File: src/rtl/vga_pkg.sv
// Shared VGA definitions: screen size, default transparent colour key,
// sprite dimensions for the cat and dog bitmaps, and the packed timing
// record carried alongside pixel data through pipelined draw stages.
package vga_pkg;

    localparam int HOR_PIXELS = 800;
    localparam int VER_PIXELS = 600;

    localparam logic [11:0] KEY_COLOR_DEFAULT = 12'hF0F;

    localparam int CAT_W = 64;
    localparam int CAT_H = 64;
    localparam int DOG_W = 64;
    localparam int DOG_H = 64;

    typedef enum logic {
        SPRITE_CAT,
        SPRITE_DOG
    } sprite_kind_e;

    // Everything about a pixel except its colour; delayed as one bundle.
    typedef struct packed {
        logic [10:0] hcount;
        logic [10:0] vcount;
        logic        hsync;
        logic        vsync;
        logic        hblnk;
        logic        vblnk;
    } vga_timing_t;

endpackage

File: src/rtl/vga_if.sv
// VGA pixel stream bundle shared by every stage of the drawing chain.
// 'out'/'master' is the driving side, 'in'/'slave' the receiving side.
interface vga_if;

    logic [10:0] hcount;
    logic [10:0] vcount;
    logic        hsync;
    logic        vsync;
    logic        hblnk;
    logic        vblnk;
    logic [11:0] rgb;

    modport out    (output hcount, vcount, hsync, vsync, hblnk, vblnk, rgb);
    modport in     (input  hcount, vcount, hsync, vsync, hblnk, vblnk, rgb);
    modport master (output hcount, vcount, hsync, vsync, hblnk, vblnk, rgb);
    modport slave  (input  hcount, vcount, hsync, vsync, hblnk, vblnk, rgb);

endinterface

File: src/rtl/delay.sv
// Fixed-length register chain used to keep side-band data aligned with a
// pipeline. DEPTH must be at least 1; every stage clears on reset.
module delay #(
    parameter int WIDTH = 8,
    parameter int DEPTH = 1
) (
    input  logic             clk,
    input  logic             rst_n,
    input  logic [WIDTH-1:0] i_data,
    output logic [WIDTH-1:0] o_data
);

    logic [WIDTH-1:0] r_stage [DEPTH];

    // Shift the input one stage further down the chain every clock.
    always_ff @(posedge clk or negedge rst_n) begin
        if (!rst_n) begin
            for (int i = 0; i < DEPTH; i++) begin
                r_stage[i] <= '0;
            end
        end else begin
            r_stage[0] <= i_data;
            for (int i = 1; i < DEPTH; i++) begin
                r_stage[i] <= r_stage[i-1];
            end
        end
    end

    assign o_data = r_stage[DEPTH-1];

endmodule

File: src/rtl/draw_sprite.sv
// Sprite overlay stage for the VGA chain. Overlays a SPRITE_W x SPRITE_H
// bitmap fetched from an external synchronous ROM at a position latched once
// per frame, with a fixed three-clock latency on every output field.
// Optional build macro: DRAW_SPRITE_TRANSP_EN enables colour-keyed
// transparency (ROM pixels equal to KEY_COLOR show the background).
module draw_sprite
    import vga_pkg::*;
#(
    parameter int          SPRITE_W  = CAT_W,
    parameter int          SPRITE_H  = CAT_H,
    parameter logic [11:0] KEY_COLOR = KEY_COLOR_DEFAULT,
    localparam int         ADDR_W    = $clog2(SPRITE_W * SPRITE_H)
) (
    input  logic              clk,
    input  logic              rst_n,
    vga_if.in                 vga_in,
    vga_if.out                vga_out,
    input  logic [10:0]       xpos,
    input  logic [10:0]       ypos,
    output logic [ADDR_W-1:0] pixel_addr,
    input  logic [11:0]       rgb_pixel
);

    localparam int          W_BITS = $clog2(SPRITE_W);
    localparam int          H_BITS = $clog2(SPRITE_H);
    localparam logic [11:0] W_EXT  = 12'(SPRITE_W);
    localparam logic [11:0] H_EXT  = 12'(SPRITE_H);

`ifdef DRAW_SPRITE_TRANSP_EN
    localparam logic TRANSP_EN = 1'b1;
`else
    localparam logic TRANSP_EN = 1'b0;
`endif

    logic              r_vblnkPrev;
    logic [10:0]       r_xposL;
    logic [10:0]       r_yposL;
    logic              r_inBox1;
    logic              r_inBox2;
    logic [ADDR_W-1:0] r_pixelAddr;
    logic [11:0]       r_rgbOut;

    logic              w_vblnkRise;
    logic [11:0]       w_hExt;
    logic [11:0]       w_vExt;
    logic [11:0]       w_xExt;
    logic [11:0]       w_yExt;
    logic              w_inBox;
    logic [W_BITS-1:0] w_dx;
    logic [H_BITS-1:0] w_dy;
    logic [11:0]       w_bg2;
    logic              w_keyHit;
    logic              w_useSprite;
    vga_timing_t       w_timingIn;
    vga_timing_t       w_timingOut;

    assign w_vblnkRise = vga_in.vblnk & ~r_vblnkPrev;

    // Capture the sprite position only at the start of vertical blanking so
    // a frame is never drawn with two different positions.
    always_ff @(posedge clk or negedge rst_n) begin
        if (!rst_n) begin
            r_vblnkPrev <= 1'b0;
            r_xposL     <= '0;
            r_yposL     <= '0;
        end else begin
            r_vblnkPrev <= vga_in.vblnk;
            if (w_vblnkRise) begin
                r_xposL <= xpos;
                r_yposL <= ypos;
            end
        end
    end

    // Box test in 12 bits so position + size cannot wrap; anything past the
    // screen edge is simply never reached by hcount/vcount.
    assign w_hExt  = {1'b0, vga_in.hcount};
    assign w_vExt  = {1'b0, vga_in.vcount};
    assign w_xExt  = {1'b0, r_xposL};
    assign w_yExt  = {1'b0, r_yposL};
    assign w_inBox = !vga_in.hblnk && !vga_in.vblnk
                   && (w_hExt >= w_xExt) && (w_hExt < w_xExt + W_EXT)
                   && (w_vExt >= w_yExt) && (w_vExt < w_yExt + H_EXT);

    // Only the low bits of the offsets are needed; they equal the low bits
    // of the full differences because the sizes are powers of two.
    assign w_dx = vga_in.hcount[W_BITS-1:0] - r_xposL[W_BITS-1:0];
    assign w_dy = vga_in.vcount[H_BITS-1:0] - r_yposL[H_BITS-1:0];

    // Stage 1 registers the box flag and the ROM address (zero outside).
    always_ff @(posedge clk or negedge rst_n) begin
        if (!rst_n) begin
            r_inBox1    <= 1'b0;
            r_pixelAddr <= '0;
        end else begin
            r_inBox1    <= w_inBox;
            r_pixelAddr <= w_inBox ? {w_dy, w_dx} : '0;
        end
    end

    assign pixel_addr = r_pixelAddr;

    // Stage 2 holds the box flag while the ROM produces the pixel.
    always_ff @(posedge clk or negedge rst_n) begin
        if (!rst_n) begin
            r_inBox2 <= 1'b0;
        end else begin
            r_inBox2 <= r_inBox1;
        end
    end

    assign w_timingIn.hcount = vga_in.hcount;
    assign w_timingIn.vcount = vga_in.vcount;
    assign w_timingIn.hsync  = vga_in.hsync;
    assign w_timingIn.vsync  = vga_in.vsync;
    assign w_timingIn.hblnk  = vga_in.hblnk;
    assign w_timingIn.vblnk  = vga_in.vblnk;

    delay #(
        .WIDTH ($bits(vga_timing_t)),
        .DEPTH (3)
    ) u_timingDelay (
        .clk    (clk),
        .rst_n  (rst_n),
        .i_data (w_timingIn),
        .o_data (w_timingOut)
    );

    delay #(
        .WIDTH (12),
        .DEPTH (2)
    ) u_bgDelay (
        .clk    (clk),
        .rst_n  (rst_n),
        .i_data (vga_in.rgb),
        .o_data (w_bg2)
    );

    assign w_keyHit    = (rgb_pixel == KEY_COLOR);
    assign w_useSprite = r_inBox2 && !(TRANSP_EN && w_keyHit);

    // Stage 3 picks sprite or background colour into the output register.
    always_ff @(posedge clk or negedge rst_n) begin
        if (!rst_n) begin
            r_rgbOut <= '0;
        end else begin
            r_rgbOut <= w_useSprite ? rgb_pixel : w_bg2;
        end
    end

    assign vga_out.hcount = w_timingOut.hcount;
    assign vga_out.vcount = w_timingOut.vcount;
    assign vga_out.hsync  = w_timingOut.hsync;
    assign vga_out.vsync  = w_timingOut.vsync;
    assign vga_out.hblnk  = w_timingOut.hblnk;
    assign vga_out.vblnk  = w_timingOut.vblnk;
    assign vga_out.rgb    = r_rgbOut;

endmodule

File: src/flat_wrapper.sv
// flat-port wrapper written by rule: the top's interface ports become plain ports
module draw_sprite_flat import vga_pkg::*;
#(
    parameter int          SPRITE_W  = CAT_W,
    parameter int          SPRITE_H  = CAT_H,
    parameter logic [11:0] KEY_COLOR = KEY_COLOR_DEFAULT,
    localparam int         ADDR_W    = $clog2(SPRITE_W * SPRITE_H)
)
  (clk, rst_n, xpos, ypos, pixel_addr, rgb_pixel, vga_in_hcount, vga_in_vcount, vga_in_hsync, vga_in_vsync, vga_in_hblnk, vga_in_vblnk, vga_in_rgb, vga_out_hcount, vga_out_vcount, vga_out_hsync, vga_out_vsync, vga_out_hblnk, vga_out_vblnk, vga_out_rgb);
  vga_if vga_in_i ();
  vga_if vga_out_i ();
  input  logic clk;
  input  logic rst_n;
  input  logic [10:0] xpos;
  input  logic [10:0] ypos;
  output logic [ADDR_W-1:0] pixel_addr;
  input  logic [11:0] rgb_pixel;
  input wire logic [$bits(vga_in_i.hcount)-1:0] vga_in_hcount;
  input wire logic [$bits(vga_in_i.vcount)-1:0] vga_in_vcount;
  input wire logic [$bits(vga_in_i.hsync)-1:0] vga_in_hsync;
  input wire logic [$bits(vga_in_i.vsync)-1:0] vga_in_vsync;
  input wire logic [$bits(vga_in_i.hblnk)-1:0] vga_in_hblnk;
  input wire logic [$bits(vga_in_i.vblnk)-1:0] vga_in_vblnk;
  input wire logic [$bits(vga_in_i.rgb)-1:0] vga_in_rgb;
  output wire logic [$bits(vga_out_i.hcount)-1:0] vga_out_hcount;
  output wire logic [$bits(vga_out_i.vcount)-1:0] vga_out_vcount;
  output wire logic [$bits(vga_out_i.hsync)-1:0] vga_out_hsync;
  output wire logic [$bits(vga_out_i.vsync)-1:0] vga_out_vsync;
  output wire logic [$bits(vga_out_i.hblnk)-1:0] vga_out_hblnk;
  output wire logic [$bits(vga_out_i.vblnk)-1:0] vga_out_vblnk;
  output wire logic [$bits(vga_out_i.rgb)-1:0] vga_out_rgb;
  assign vga_in_i.hcount = vga_in_hcount;
  assign vga_in_i.vcount = vga_in_vcount;
  assign vga_in_i.hsync = vga_in_hsync;
  assign vga_in_i.vsync = vga_in_vsync;
  assign vga_in_i.hblnk = vga_in_hblnk;
  assign vga_in_i.vblnk = vga_in_vblnk;
  assign vga_in_i.rgb = vga_in_rgb;
  assign vga_out_hcount = vga_out_i.hcount;
  assign vga_out_vcount = vga_out_i.vcount;
  assign vga_out_hsync = vga_out_i.hsync;
  assign vga_out_vsync = vga_out_i.vsync;
  assign vga_out_hblnk = vga_out_i.hblnk;
  assign vga_out_vblnk = vga_out_i.vblnk;
  assign vga_out_rgb = vga_out_i.rgb;
  draw_sprite #(.SPRITE_W(SPRITE_W), .SPRITE_H(SPRITE_H), .KEY_COLOR(KEY_COLOR)) u_core (.clk(clk), .rst_n(rst_n), .vga_in(vga_in_i), .vga_out(vga_out_i), .xpos(xpos), .ypos(ypos), .pixel_addr(pixel_addr), .rgb_pixel(rgb_pixel));
endmodule
File: config.mk
export PLATFORM = sky130hd
export DESIGN_NAME = draw_sprite_flat
export DESIGN_NICKNAME = d
export VERILOG_FILES = /design/src/rtl/vga_pkg.sv /design/src/rtl/vga_if.sv /design/src/rtl/delay.sv /design/src/rtl/draw_sprite.sv /design/src/flat_wrapper.sv
export SDC_FILE = /design/constraint.sdc
export NUM_CORES = 1
export LEC_CHECK = 0
export CAP_MARGIN = 20
export CELL_PAD_IN_SITES_DETAIL_PLACEMENT = 1
export CELL_PAD_IN_SITES_GLOBAL_PLACEMENT = 2
export CORE_ASPECT_RATIO = 1.2
export CORE_MARGIN = 1
export CORE_UTILIZATION = 34
export CTS_CLUSTER_SIZE = 24
export DETAILED_ROUTE_END_ITERATION = 10
export GPL_ROUTABILITY_DRIVEN = 0
export PLACE_DENSITY = 0.78
export SLEW_MARGIN = 20
export SYNTH_ARGS = -nofsm -noshare
export SYNTH_HDL_FRONTEND = slang
export SYNTH_SLANG_ARGS = --single-unit
export TNS_END_PERCENT = 20
File: constraint.sdc
create_clock -name clk -period 3 [get_ports clk]
set_input_delay 0.45 -clock clk [delete_from_list [all_inputs] [get_ports clk]]
set_output_delay 0.45 -clock clk [all_outputs]
set_load 0.01 [all_outputs]
# --- After elaboration in Yosys (flattened, before gate mapping) ---
# Index checks and enable logic that the tools add are counted.
# W data, S select, Z words.
word_totals:
  word_cells: 31
  register_bits: 151
classes:
  n_reduce_logical: 7
  magnitude_cmp: 4
  add_sub_neg: 4
  muxes: 2
  bitwise: 2
ops:
  columns: ["cell", "n"]
  rows:
  - ["$add A11 B7 Y12 const B", 2]
  - ["$lt A11 B12 Y1", 2]
  - ["$mux W12", 2]
  - ["$ge A11 B11 Y1", 2]
  - ["$sub A6 B6 Y6", 2]
  - ["$logic_and A1 B1 Y1", 5]
  - ["$logic_not A1 Y1", 2]
  - ["$and A1 B1 Y1", 1]
  - ["$not A1 Y1", 1]

# --- Longest topological paths before layout ---
depth:
  word_depth: 7
  depth_mapped: 11
  ltp_nobuf: 10

# --- Modules after synthesis ---
# From an unflattened synthesis, not the netlist that was laid out.
hier_totals:
  cells_unflattened: 422
  area_unflattened_um2: 5685.5
by_module_without_submodules:
  columns: ["mod", "seq_area_each_um2", "area_each_um2", "cells_per_inst", "instances"]
  rows:
  - ["draw_sprite", 1226.2, 2847.7, 282, 1]
  - ["delay (u_core.u_timingDelay)", 1951.9, 2147.1, 104, 1]
  - ["delay (u_core.u_bgDelay)", 600.6, 690.7, 36, 1]

# --- Worst setup path after synthesis ---
# OpenSTA, ideal clock, no wires.
synth_timing:
  path_type: "input-to-reg"
  startpoint: "input port vga_in_hcount[0]"
  endpoint: "register u_core.r_pixelAddr[9], in the netlist u_core.pixel_addr[9]"
  setup_ps: 70
  required_time_ps: 2930
  arrival_time_ps: 2221
  n_path_buf: 1
  stages: 11
  setup_slack_ps: 709
  cell_sequence: "inv_1 ha_1 inv_1 fa_1 a21o_1 a21oi_1 o221a_2 o32a_1 nand4_2 buf_6 nor2_2"
synth_between:
  elab_chain_len: 6
synth_rtl:
  columns: ["element", "line", "text"]
  rows:
  - ["from (decl)", "flat_wrapper.sv:18", "input wire logic [$bits(vga_in_i.hcount)-1:0] vga_in_hcount;"]
  - ["$ge A11 B11 Y1", "draw_sprite.sv:82", "&& (w_hExt >= w_xExt) && (w_hExt < w_xExt + W_EXT)"]
  - ["$logic_and A1 B1 Y1", "draw_sprite.sv:82", null]
  - ["$logic_and A1 B1 Y1 *", "draw_sprite.sv:82", null]
  - ["$logic_and A1 B1 Y1 * (2 in series)", "draw_sprite.sv:83", "&& (w_vExt >= w_yExt) && (w_vExt < w_yExt + H_EXT);"]
  - ["$mux W12 *", "draw_sprite.sv:97", "r_pixelAddr <= w_inBox ? {w_dy, w_dx} : '0;"]
  - ["to (signal assigned)", "draw_sprite.sv:97", null]
  - ["to (decl)", "draw_sprite.sv:40", "logic [ADDR_W-1:0] r_pixelAddr;"]
# Mark *: on every way between the ends. The rest lies on a longest branch, timed or not.
# A chain may end at the register's enable or synchronous reset.

# --- Final worst setup path ---
layout_timing:
  startpoint: "input port vga_in_vcount[0]"
  endpoint: "register u_core.r_pixelAddr[2], in the netlist u_core.pixel_addr[2]"
layout_between:
  elab_chain_len: 4
layout_rtl:
  columns: ["element", "line", "text"]
  rows:
  - ["from (decl)", "flat_wrapper.sv:19", "input wire logic [$bits(vga_in_i.vcount)-1:0] vga_in_vcount;"]
  - ["$ge A11 B11 Y1", "draw_sprite.sv:83", null]
  - ["$logic_and A1 B1 Y1", "draw_sprite.sv:83", null]
  - ["$logic_and A1 B1 Y1 *", "draw_sprite.sv:83", null]
  - ["$mux W12 *", "draw_sprite.sv:97", null]
# Marked as above.

==> impl_metrics.tcl <==
set metrics [dict create \
    status "complete, no violations" \
    synthFlopType "dfrtp_1" \
    grt_max_degree 72 \
    yosysSeqAreaShare_pct 67.52 \
    insertion_delay_ns 0.42 \
    cts.clk_slew.worst_paths_ns 0.06 \
    hold_buffers 0 \
    yosysWarnings 0 \
    synth_fp_nets 514 \
    reg2reg_from "u_core.r_yposL[0]" \
    synthCells 404 \
    area_growth_pct 34.75 \
    routedWlPerCell_um 15.39 \
    drtIter0Drc 126 \
    grt_pass1_vias 3729 \
    power_mw 4.854 \
    drc 0 \
    power_density_nw_per_um2 648.0 \
    cp_data_arrival_time_ns 2.93 \
    wl_met1_um 4780 \
    dp.cells 714 \
    hold_class "primary input to asynchronous set/reset pin" \
    synth.area.top_cells "dfrtp_1 68%, ha_1 7.7%, buf_4 3.0%, mux2_2 2.8%, o21ai_0 2.6%" \
    critical_path_buf_inv_count 4 \
    netlist.area_leader.share_pct 67.52 \
    slew_viol_final 0 \
    final_nets 635 \
    die_y_um 142.1 \
    critPathMaxFanout 7 \
    reg2reg_to "u_core.pixel_addr[2]" \
    power.leakage_nw 3.309 \
    r2r_slack_ns 0.55 \
    wl_met2_um 6017 \
    cts_sinks 150 \
    synth-seq-cells 150 \
    vias 3342 \
    setup_tns_ns 0 \
    fp.coreArea_sq_um 15770 \
    post_cts_buffers 0 \
    crit_type "primary input to flop" \
    cts.root.buffer_cell "clkbuf_16" \
    dr.pass1.iters 4 \
    drv_cap 0 \
    ir_drop_mv 0.4119 \
    synth_edf_count 0 \
    hold_violations 0 \
    min_period_over_period_pct 86.15 \
    cp_slowest_stage_delay_ns 0.42 \
    routed_via_density 4.480 \
    drive_gt1_share_pct 13.94 \
    crit_chain "clkdlybuf4s50_1, inv_1, ha_1, inv_1, fa_1, a211oi_1, nor2_1, nor4b_1, o32a_1, nand4_2, buf_4, nor2_1" \
    io-pin-count 124 \
    start_util_pct 35.26 \
    grt_pass1_wl_um 18810 \
    syn_area_sq_um 5559 \
    cp_top_family "buffers and inverters" \
    setup_violations 0 \
    port_buffers 123 \
    timing.fmax_mhz 386.9 \
    yosysUniqueCellTypes 44 \
    min_period_ns 2.584 \
    cts_htree_levels 4 \
    clock_skew_ns 0.007424 \
    endpoint_kind "flop" \
    async_flop_share_pct 100.0 \
    routed_wl_um 11480 \
    clockBufferDepth 2 \
    grt_remaining_overflow 0 \
    worst_pin_slew_ns 0.6396 \
    antenna_left 0 \
    slew_headroom_pct 57.36 \
    rows 50 \
    die_area_sq_um 16870 \
    numCtsBuffers 17 \
    crit_path_start_kind "primary input" \
    slowest_stage "clkdlybuf4s50_1" \
    avgSynthCellArea_sq_um 13.76 \
    antenna_found_initial 0 \
    synth_top_cell_by_area "dfrtp_1" \
    post_cts_resized 0 \
    postLayoutCoreUtil_pct 47.52 \
    dieWidth_um 118.7 \
    diodes 0 \
    rsz0062_at_grt "no" \
    met3_length_um 462 \
    synth_most_common_cell "dfrtp_1" \
    worst_r2r_path_depth 10 \
    cts_tree "built" \
    worstPathRequired_ns 3.35 \
    place_hpwl_um 8420 \
    yosys-top-cells-count "150 x dfrtp_1, 34 x ha_1, 29 x o21ai_0, 26 x inv_1, 23 x nand2_1" \
    grt_usage_pct 14.87 \
    stdcell_count 746 \
    top_layer "met4" \
]
worst max path at each step:
stage / startpoint / endpoint / slack [ns] / cells after the start
2_1_floorplan: vga_in_hcount[0] / u_core.pixel_addr[9] / 0.71 / 11
3_3_place_gp: vga_in_vcount[0] / u_core.pixel_addr[2] / 0.11 / 12
3_5_place_dp: vga_in_vcount[0] / u_core.pixel_addr[2] / -0.01 / 12
4_1_cts: vga_in_vcount[0] / u_core.pixel_addr[2] / 0.42 / 12
5_1_grt: vga_in_hcount[0] / u_core.pixel_addr[2] / 0.24 / 12
6_report: vga_in_vcount[0] / u_core.pixel_addr[2] / 0.42 / 12
through the flow:
step | hold slack, ns | worst slack [ns] | cell area, sq um
6_report | 0.03306 | 0.4156 | 7491
4_1_cts | 0.04044 | 0.4235 | 7491
3_3_place_gp | 0.3317 | 0.1103 | 6928
3_5_place_dp | 0.3362 | -0.01041 | 6928
5_1_grt | 0.06769 | 0.2400 | 7491
2_1_floorplan | 0.1544 | 0.7094 | 5559
flip-flops by register name, summed over array words and instances, names as in the netlist:
signal and flops:
u_core.u_bgDelay.o_data 12, u_core.u_timingDelay.o_data 26, u_core.r_inBox1 1, u_core.r_xposL 11, u_core.u_timingDelay.r_stage 52, u_core.r_inBox2 1, u_core.u_bgDelay.r_stage 12, u_core.r_yposL 11
u_core.pixel_addr 12, u_core.vga_out.rgb 12
kinds of logic after synthesis:
| group | count (synthesis) | share of synthesized area, % |
|---|---|---|
| AO/OA/AOI/OAI | 63 | 6.887 |
| XOR/XNOR | 11 | 1.733 |
| adder cells (fa/ha/maj) | 36 | 8.373 |
| buffers and inverters | 58 | 5.537 |
| flip-flops | 150 | 67.52 |
| multiplexers | 14 | 2.836 |
| AND/OR/NAND/NOR | 72 | 7.113 |
cell type report:
cell class	instances	area [sq um]
inverters	29	108.9
repair buffers	131	1305
clock inverters	15	137.6
fillers	1622	8274
flip-flops and latches	150	3754
well taps	208	260.3
clock buffers	17	425.4
multi-input cells	196	1500
power breakdown:
group          internal, mW  switching, mW  total [mW]
Combinational         0.335          0.335       0.670
Clock                  1.09          0.896        1.99
Sequential             2.15         0.0508        2.20
layer usage:
metal	vias up	track usage [%]
met5	-	0
met4	0	6.795
met3	15	4.207
met2	92	25.64
met1	1662	17.17
li1	1573	-
cell usage in the layout, fill, tap and decap left out, types with 2 or more instances in the layout:
| cell | netlist | layout |
|---|---|---|
| nand3_1 | 6 | 6 |
| a21oi_1 | 12 | 12 |
| nor2_2 | 8 | 8 |
| inv_6 | 0 | 6 |
| xnor2_1 | 8 | 8 |
| inv_8 | 0 | 2 |
| a211oi_1 | 5 | 5 |
| nand2b_1 | 2 | 2 |
| fa_1 | 2 | 2 |
| inv_1 | 26 | 26 |
| a21o_1 | 6 | 6 |
| nor3_1 | 3 | 3 |
| mux2_2 | 14 | 14 |
| clkinv_4 | 0 | 3 |
| dfrtp_1 | 150 | 150 |
| clkbuf_16 | 0 | 17 |
| clkinvlp_4 | 0 | 2 |
| inv_2 | 2 | 2 |
| buf_4 | 22 | 7 |
| nor2_1 | 10 | 10 |
| clkdlybuf4s50_1 | 0 | 122 |
| o21ai_0 | 29 | 29 |
| nor2b_1 | 4 | 3 |
| xor2_1 | 3 | 3 |
| o21bai_1 | 3 | 3 |
| ha_1 | 34 | 34 |
| nand2_1 | 23 | 23 |
| nand4_1 | 6 | 6 |
(Power assumes the default switching activity.)
